===== src/rtl/cntr8_seq.sv =====
// rtl/cntr8_seq.sv - command sequencer driving an external 8-bit load/inc counter
module cntr8_seq #(
    parameter logic [7:0] RST_VAL = 8'h00
) (
    input  logic       clk,
    input  logic       reset,
    input  logic       cmd_valid,
    input  logic [1:0] cmd_op,
    input  logic [7:0] cmd_arg,
    input  logic       abort,
    output logic       cmd_ready,
    output logic       load,
    output logic       inc,
    output logic [7:0] d_out,
    output logic       busy,
    output logic       done
);

    typedef enum logic [2:0] {
        ST_IDLE = 3'd0,
        ST_LOAD = 3'd1,
        ST_UP   = 3'd2,
        ST_DOWN = 3'd3,
        ST_ACK  = 3'd4
    } state_t;

    localparam logic [1:0] OP_NOP  = 2'b00;
    localparam logic [1:0] OP_LOAD = 2'b01;
    localparam logic [1:0] OP_INC  = 2'b10;
    localparam logic [1:0] OP_DEC  = 2'b11;

    state_t     state_q, state_d;
    logic [7:0] shadow_q, shadow_d;
    logic [7:0] rem_q, rem_d;

    logic       load_q, load_d;
    logic       inc_q, inc_d;
    logic [7:0] d_out_q, d_out_d;
    logic       busy_q, busy_d;
    logic       done_q, done_d;
    logic       cmd_ready_q, cmd_ready_d;

    // Next-state, shadow count and remaining-step bookkeeping
    always_comb begin
        state_d  = state_q;
        shadow_d = shadow_q;
        rem_d    = rem_q;
        case (state_q)
            ST_IDLE: begin
                if (cmd_valid) begin
                    case (cmd_op)
                        OP_NOP: state_d = ST_ACK;
                        OP_LOAD: begin
                            state_d  = ST_LOAD;
                            shadow_d = cmd_arg;
                        end
                        OP_INC, OP_DEC: begin
                            if (cmd_arg == 8'h00) begin
                                state_d = ST_ACK;
                            end else begin
                                rem_d   = cmd_arg;
                                state_d = (cmd_op == OP_INC) ? ST_UP : ST_DOWN;
                            end
                        end
                        default: state_d = ST_IDLE;
                    endcase
                end
            end
            ST_LOAD: state_d = ST_ACK;
            ST_UP, ST_DOWN: begin
                if (abort) begin
                    state_d = ST_ACK;
                end else begin
                    shadow_d = (state_q == ST_UP) ? shadow_q + 8'd1 : shadow_q - 8'd1;
                    rem_d    = rem_q - 8'd1;
                    if (rem_q == 8'd1) begin
                        state_d = ST_ACK;
                    end
                end
            end
            ST_ACK:  state_d = ST_IDLE;
            default: state_d = ST_IDLE;
        endcase
    end

    // Output decode of the upcoming state so the outputs leave a flop each cycle
    always_comb begin
        load_d      = 1'b1;
        inc_d       = 1'b0;
        d_out_d     = shadow_d;
        busy_d      = (state_d != ST_IDLE);
        done_d      = (state_d == ST_ACK);
        cmd_ready_d = (state_d == ST_IDLE);
        case (state_d)
            ST_UP: begin
                load_d = 1'b0;
                inc_d  = 1'b1;
            end
            ST_DOWN: begin
                load_d = 1'b0;
                inc_d  = 1'b0;
            end
            default: begin
                load_d = 1'b1;
                inc_d  = 1'b0;
            end
        endcase
    end

    // State, counters and registered outputs; reset overrides any command in flight
    always_ff @(posedge clk) begin
        if (reset) begin
            state_q     <= ST_IDLE;
            shadow_q    <= RST_VAL;
            rem_q       <= 8'h00;
            load_q      <= 1'b1;
            inc_q       <= 1'b0;
            d_out_q     <= RST_VAL;
            busy_q      <= 1'b0;
            done_q      <= 1'b0;
            cmd_ready_q <= 1'b1;
        end else begin
            state_q     <= state_d;
            shadow_q    <= shadow_d;
            rem_q       <= rem_d;
            load_q      <= load_d;
            inc_q       <= inc_d;
            d_out_q     <= d_out_d;
            busy_q      <= busy_d;
            done_q      <= done_d;
            cmd_ready_q <= cmd_ready_d;
        end
    end

    assign load      = load_q;
    assign inc       = inc_q;
    assign d_out     = d_out_q;
    assign busy      = busy_q;
    assign done      = done_q;
    assign cmd_ready = cmd_ready_q;

endmodule


===== config.mk =====
export PLATFORM = sky130hd
export DESIGN_NAME = cntr8_seq
export DESIGN_NICKNAME = d
export VERILOG_FILES = /design/src/rtl/cntr8_seq.sv
export SDC_FILE = /design/constraint.sdc
export NUM_CORES = 1
export LEC_CHECK = 0
export CORE_MARGIN = 1.5
export CORE_UTILIZATION = 52
export CTS_BUF_LIST = sky130_fd_sc_hd__clkbuf_8
export DETAILED_ROUTE_END_ITERATION = 10
export PLACE_DENSITY = 0.9
export SYNTH_ARGS = -nofsm -noshare
export SYNTH_HDL_FRONTEND = slang
export SYNTH_SLANG_ARGS = --single-unit
export TNS_END_PERCENT = 30

===== constraint.sdc =====
create_clock -name clk -period 4.4 [get_ports clk]
set_clock_uncertainty 0.1 [all_clocks]
set_input_delay 0.44 -clock clk [delete_from_list [all_inputs] [get_ports clk]]
set_output_delay 0.44 -clock clk [all_outputs]
set_load 0.01 [all_outputs]

# Word level (Yosys, flattened, before mapping)
# Index checks and enable logic that the tools add are counted.
[totals]
latchBits = 0
ramBits = 0
mem_bits_ro = 0
output_inout_bits = 13
word_cells = 56
regBits = 24
n_memories = 0
in_bits = 14
[op_classes]
add_sub_neg = 3
mux = 19
bitwise_logic = 0
magnitude_cmp = 0
eq_ne = 15
shift = 0
reduce_logical = 11
n_div = 0
n_mul = 0
[op_table]
columns = ["op", "n"]
rows = [
  ["$mux W8", 8],
  ["$pmux W8 S2", 2],
  ["$pmux W3 S3", 2],
  ["$sub A8 B1 Y8 const B", 2],
  ["$eq A3 B2 Y1 const B", 4],
  ["$mux W3", 4],
  ["$add A8 B1 Y8 const B", 1],
  ["$eq A8 B1 Y1 const B", 1],
  ["$logic_not A8 Y1", 1],
  ["$logic_not A3 Y1", 2],
  ["$ne A2 B2 Y1 const B", 3],
  ["$reduce_or A2 Y1", 3],
  ["$reduce_and A5 Y1", 1],
  ["$eq A2 B2 Y1 const B", 2],
  ["$ne A2 B1 Y1 const B", 2],
  ["$reduce_and A4 Y1", 1],
  ["$eq A3 B1 Y1 const B", 1],
  ["$eq A3 B3 Y1 const B", 1],
  ["$mux W1", 3],
  ["$reduce_bool A3 Y1", 1],
  ["$eq A2 B1 Y1 const B", 1],
  ["$logic_not A2 Y1", 1],
  ["$reduce_bool A2 Y1", 1],
]

# Depth between registers and ports, before layout
# Gate-level depths: netlist of run 1.
[depth]
word_depth = 9
depth_mapped = 10
ltp_nobuf = 9

# Least setup slack after synthesis of run 1
# Ideal clock, no wire load.
[synth_timing]
kind = "register -> register"
start = "register state_q[1]"
end = "register d_out_q[7] (netlist: d_out[7])"
arrival_ps = 2332
required_time_ps = 4229
setup_time_ps = 71
stages_incl_launch_ff = 11
path_buffers = 1
path_slack_ps = 1897
period_less_slack_ps = 2503
path_cell_list = "dfxtp_1 > nor2b_1 > clkbuf_1 > nand2b_1 > ha_1 > a21oi_1 > o22ai_1 > o41ai_1 > and4_1 > a211oi_1 > a21oi_1"
[synth_via]
elab_chain_len = 4
word_cells_on_any_way = 12
classes_between = "eq/ne: 5; mux: 3; reduce/logical: 4"
[synth_rtl]
columns = ["element", "line", "rtl"]
rows = [
  ["start: declaration", "32", "state_t state_q, state_d;"],
  ["start signal: assignment", "123", "state_q <= state_d;"],
  ["$eq A3 B2 Y1 (on tied branches)", "48, 74", ""],
  ["$reduce_or A2 Y1 / $mux W8 (equally long branches)", "48, 74", ""],
  ["$ne A2 B2 Y1 (no source line), or another cell as far along", "-", ""],
  ["$reduce_and A4 Y1 (no source line) / $pmux W8 S2 (equally long branches)", "-", ""],
  ["end signal: assignment", "128", "d_out_q <= d_out_d;"],
  ["end: declaration", "38", "logic [7:0] d_out_q, d_out_d;"],
]
# Parallel ways exist; a longest one is shown, timed or not. The select of a mux whose other input is x is not followed.
# A chain may end at the register's enable or synchronous reset.

# Worst setup path after layout of run 1
# Same ends and word-level chain as after synthesis.

==> results of run 1 <==
## cell families after synthesis
family,synth area share
buffers and inverters,0.06281
AOI/OAI and AO/OA,0.2632
and+or+nand+nor,0.2419
adders and majority gates,0.08150
xor gates and xnor gates,0.01783
muxes,0.006791
DFF,0.3260
## stage by stage
step | hold slack, ns | utilization | setup WS (ns) | power [mW]
4_1_cts | 0.4212 | 0.6600 | 1.559 | 0.6389
3_3_place_gp | 0.3927 | 0.6339 | 1.755 | 0.4391
3_5_place_dp | 0.3996 | 0.6339 | 1.615 | 0.4446
5_1_grt | 0.4485 | 0.6600 | 1.395 | 0.6757
6_report | 0.4119 | 0.6600 | 1.547 | 0.6367
2_1_floorplan | 0.3664 | - | 1.897 | 0.3863
## Yosys cell counts, drive strengths merged
library cell | n | area [sq um]
a32oi | 1 | 8.760
fa | 1 | 20.02
or3 | 2 | 12.51
a22oi | 4 | 30.03
nand2b | 4 | 25.02
nand3 | 6 | 30.03
o22ai | 3 | 25.02
clkbuf | 3 | 11.26
xnor2 | 2 | 17.52
nand2 | 20 | 75.07
o211ai | 3 | 27.52
or2 | 2 | 12.52
a211oi | 3 | 22.52
inv | 12 | 45.04
nor3b | 1 | 7.510
o31ai | 1 | 7.510
o21bai | 1 | 7.510
and3 | 2 | 12.51
nand4 | 1 | 6.260
mux2i | 1 | 10.01
or4 | 2 | 22.52
a21o | 1 | 7.510
and4 | 1 | 8.760
nor2b | 2 | 12.51
dfxtp | 24 | 480.5
nor3 | 5 | 25.02
o32a | 1 | 10.01
buf | 5 | 36.28
nor4b | 1 | 23.77
o21ai | 16 | 87.59
a21oi | 11 | 55.05
ha | 8 | 100.1
a221oi | 1 | 15.01
a311oi | 6 | 58.80
nor2 | 22 | 82.58
xor2 | 1 | 8.760
a21boi | 1 | 7.510
o41ai | 2 | 17.52
## critical path: stages, from the launching register on
cell and delay (ns):
dfxtp_1 0.44, nor2b_1 0.19, buf_4 0.23, nand2b_1 0.23, ha_1 0.40, a21oi_1 0.17
o22ai_1 0.14, o41ai_1 0.41, and4_1 0.25, a211oi_1 0.05, a21oi_1 0.16
## registers in the layout, indices dropped and copies added, names as in the netlist
| signal | count |
|---|---|
| cmd_ready | 1 |
| load | 1 |
| state_q | 3 |
| d_out | 8 |
| inc | 1 |
| done | 1 |
| busy | 1 |
| rem_q | 8 |
## cell type report
class	instances	area (sq um)
multi-input combinational	139	900.9
sequential	24	480.5
clock buffer	3	41.29
tap	31	38.79
inverter	12	45.04
timing repair buffer	27	267.8
clock inverter	1	30.03
fill	224	929.6
## where the power goes
group	total, mW	switching [mW]	leakage, nW	internal, mW
Clock	0.195	0.0728	0.0357	0.122
Combinational	0.189	0.100	0.486	0.0887
Sequential	0.253	0.0169	0.197	0.236
## layer usage
metal  GRT usage  up-vias  part of all wire
met5           0        -                 0
met4     0.07143        0             0.012
met3     0.03256        5             0.054
met2      0.3731       44              0.48
met1      0.2969      660              0.45
li1            -      714                 -
## path summary, 6_finish.rpt
| path | end | startpoint | cells past startpoint |
|---|---|---|---|
| max | d_out[7] | state_q[1] | 10 |
| min | rem_q[7] | rem_q[7] | 2 |
| max reg2reg | d_out[7] | state_q[1] | 10 |
| min reg2reg | rem_q[7] | rem_q[7] | 2 |
## placed cells by master (no fill, tap or decap), types with 3 or more instances in the layout
master           count
a211oi_1             3
a21oi_1             11
a22oi_1              4
a311oi_1             5
clkbuf_8             3
clkdlybuf4s50_1     26
dfxtp_1             24
ha_1                 8
inv_1               12
nand2_1             20
nand2b_1             4
nand3_1              6
nor2_1              22
nor3_1               5
o21ai_0             14
==> impl_metrics.ini, run 1 <==
[clock_network]
clk_latency_ns = 0.27
clock_tree.root_cell = clkbuf_8
numCtsBuffers = 3
clk_pin_slew_worst_paths_ns = 0.09
htreeDepth = 1
cts_tree = done
postCtsResizedCells = 0
cts_hold_buf = 0
post-cts-setup-buffers = 0
cts.sinks = 24
clockBufferDepth = 2

[floorplan]
die_area_sq_um = 3163
fp.dieH_um = 56.24
initial_utilization = 0.5391
io_pins = 27
die_w_um = 56.24
core_sq_um = 2734
num_rows = 19

[critical_path]
start_kind = flop
cp.arrival_ns = 2.94
worst_setup_path_end_kind = flop
cp_max_fo = 16
ff2ff_setup_slack_ns = 1.55
critPathKind = reg2reg
worstPathRequired_ns = 4.49

[global_route]
grt_usage = 0.2236
grt_pass1_wl_mm = 5.699
grt_max_degree = 20
antenna_found_initial = 0
grt_pass1_vias = 1289
grt_overflow = 0

[power_and_ir_drop]
leakage_nw = 0.7180
powerDensity_nw_per_um2 = 352.9
ir_drop_uv = 258.1

[timing]
slew_viol_final = 0
worstMarginPinSlew_ns = 0.7453
hold_viol = 0
period_needed_ns = 2.853
rsz0062_at_grt = false
max_freq_mhz = 350.5
setup_violations = 0
relSlewSlack = 0.5016
tns_ns = 0
min_period_over_period = 0.6484

[placement]
port_buffers = 26
post-place-cells = 233
placed_cell_area_sq_um = 1733
place_congestion = 0.8637
place_hpwl_mm = 2.436

[route]
via_per_inst = 6.004
drtIter0Drc = 60
drc = 0
totalWireLength_mm = 3.385
wl_per_cell_um = 14.28
dr.pass1.iters = 5
ant_nets = 0
routed-via-count = 1423

[layout]
final_area_sq_um = 1804
area_growth_pct = 22.41
drive_above_1_share = 0.07282
final_nets = 230
n_antenna_cell = 0
fin_cells = 237

[min_path]
hold_class = reg2reg

[yosys]
netlist_area_sq_um = 1474
ys_seq_area_frac = 0.3260
avgSynthCellArea_sq_um = 8.054
synthCells = 183
synth-seq-cells = 24
synth_nets = 206
yosysWarnings = 0
ys_types = 45

[status]
outcome = finished clean

[job]
max_cap_violations = 0
Power figures use the tool's default switching activity.
==> inputs of run 2 (changes only) <==
CORE_UTILIZATION = 49   (was 52)
PLACE_DENSITY = 0.89   (was 0.9)
clock period = 2.51 ns   (was 4.4 ns; I/O delays follow)
==> run 2 against run 1 <==
Effect of this change: the run now ends with DRC left; power is 68% higher; largest cell class unchanged; non-clock buffer count is 5 higher; clock-buffer cell count is 1 higher; critical endpoint unchanged; sequential share of layout area is 0.51 points lower; via count is 2.9% higher; clock power is 39% higher; combinational power is 88% higher; final cell count is 2.1% higher; setup slack worse by 1.4 ns; sequential power is 74% higher; first-iteration DRC count is 10% higher; global-route usage is 0.32 points lower.
==> impl_metrics.ini, run 2 (synthesis results as in run 1) <==
[placement]
placed_cell_area_sq_um = 1770
place_congestion = 0.8495
place_hpwl_mm = 2.550
port_buffers = 26

[layout]
area_growth_pct = 24.79
final_nets = 235
drive_above_1_share = 0.1090
final_area_sq_um = 1839
multiInputGateArea_sq_um = 914.6
final_cell_mix = 26 x clkdlybuf4s50_1, 24 x dfxtp_1, 22 x nor2_1
n_antenna_cell = 0
fill_cells = 233
final_util = 0.6557
final_common_cell = clkdlybuf4s50_1
regArea_sq_um = 480.5

[critical_path]
critPathKind = reg2reg
cp.arrival_ns = 2.43
worstPathRequired_ns = 2.58
cp_max_fo = 8
cp_slowest_cell = ha_1
critical_path_buf_inv_count = 0
critPathTopFamily = compound AO/OA/AOI/OAI gates
start_kind = flop
ff2ff_setup_slack_ns = 0.15
crit_chain = nor2b_1 > nand2b_2 > ha_1 > nand3_1 > o22ai_1 > o41ai_2 > and4_1 > a211oi_1 > a21oi_1
cpPeakStageDelay_ns = 0.41
worst_setup_path_end_kind = flop

[clock_network]
clk_pin_slew_worst_paths_ns = 0.09
post-cts-setup-buffers = 0
cts_hold_buf = 0
clockBufferDepth = 2
cts.sinks = 24
postCtsResizedCells = 0
numCtsBuffers = 3
clk_latency_ns = 0.27
cts_tree = done
htreeDepth = 1
clock_tree.root_cell = clkbuf_8

[floorplan]
fp.dieH_um = 57.85
die_w_um = 57.85
io_pins = 27
initial_utilization = 0.5254
num_rows = 19
die_area_sq_um = 3346
core_sq_um = 2805

[timing]
tns_ns = 0
worstMarginPinSlew_ns = 0.6248
hold_viol = 0
setup_violations = 0
min_period_over_period = 0.9417
rsz0062_at_grt = false
relSlewSlack = 0.5834
max_freq_mhz = 423.1
period_needed_ns = 2.364
slew_viol_final = 0

[route]
totalWireLength_mm = 3.561
drt-met1-wl_mm = 1.588
routed-via-count = 1464
wl_met2_mm = 1.651
ant_nets = 0
drc = 6
via_per_inst = 6.050
drtIter0Drc = 66
dr_wl_met3_um = 293
dr.max_layer_used = met4
wl_per_cell_um = 14.71
dr.pass1.iters = 7

[global_route]
grt_max_degree = 17
antenna_found_initial = 0
grt_pass1_wl_mm = 5.844
grt_overflow = 0
grt_usage = 0.2204
grt_pass1_vias = 1278

[job]
max_cap_violations = 0

[power_and_ir_drop]
leakage_nw = 0.7411
ir_drop_uv = 367.8
powerDensity_nw_per_um2 = 580.2

[min_path]
hold_class = reg2reg

[status]
outcome = finished with violations
violations = DRC
==> run 2: cell types whose count changed in the layout (fill, tap and decap cells not counted), sizes merged <==
cell    previous run  this run
bufinv             1         0
clkbuf             3         4
buf                1         6
==> run 2: final cells by class <==
cell class                      instances  share of cell area
Clock buffer                            4             0.02993
Inverter                               12             0.02449
Multi-Input combinational cell        139              0.4973
Sequential cell                        24              0.2612
Tap cell                               31             0.02109
Timing Repair Buffer                   32              0.1660
==> run 2: path summary, 6_finish.rpt <==
check,endpoint,cells past startpoint,startpoint
min reg2reg,rem_q[3],2,rem_q[3]
max reg2reg,d_out[7],9,state_q[2]
min,rem_q[3],2,rem_q[3]
max,d_out[7],9,state_q[2]
==> run 2: report_power, final <==
| group | internal [mW] | switching, mW |
|---|---|---|
| clock | 0.140 | 0.131 |
| sequential | 0.414 | 0.0266 |
| combinational | 0.167 | 0.188 |
==> run 2: per-stage QoR <==
step,setup WS (ns),std cells,hold WS (ns),total power [mW]
final,0.1462,242,0.4226,1.067
after global routing,0.004600,242,0.4598,1.122
after CTS,0.005844,242,0.4203,1.052
after detailed placement,0.03062,238,0.3969,0.7887
after global placement,0.1500,238,0.3947,0.7790
after floorplan,0.007060,183,0.3101,0.6772
==> run 2: layer usage <==
metal	vias up	global-route usage
li1	718	-
met4	0	0.03654
met3	5	0.06250
met2	63	0.3555
met1	678	0.2997
met5	-	0
==> run 2: tightest hold or removal path: cells and delay by family, from the launching register on <==
family | cells | cell delay [ns]
AO/OA/AOI/OAI | 1 | 0.05
buffers and inverters | 1 | 0.07
flip-flops | 1 | 0.35
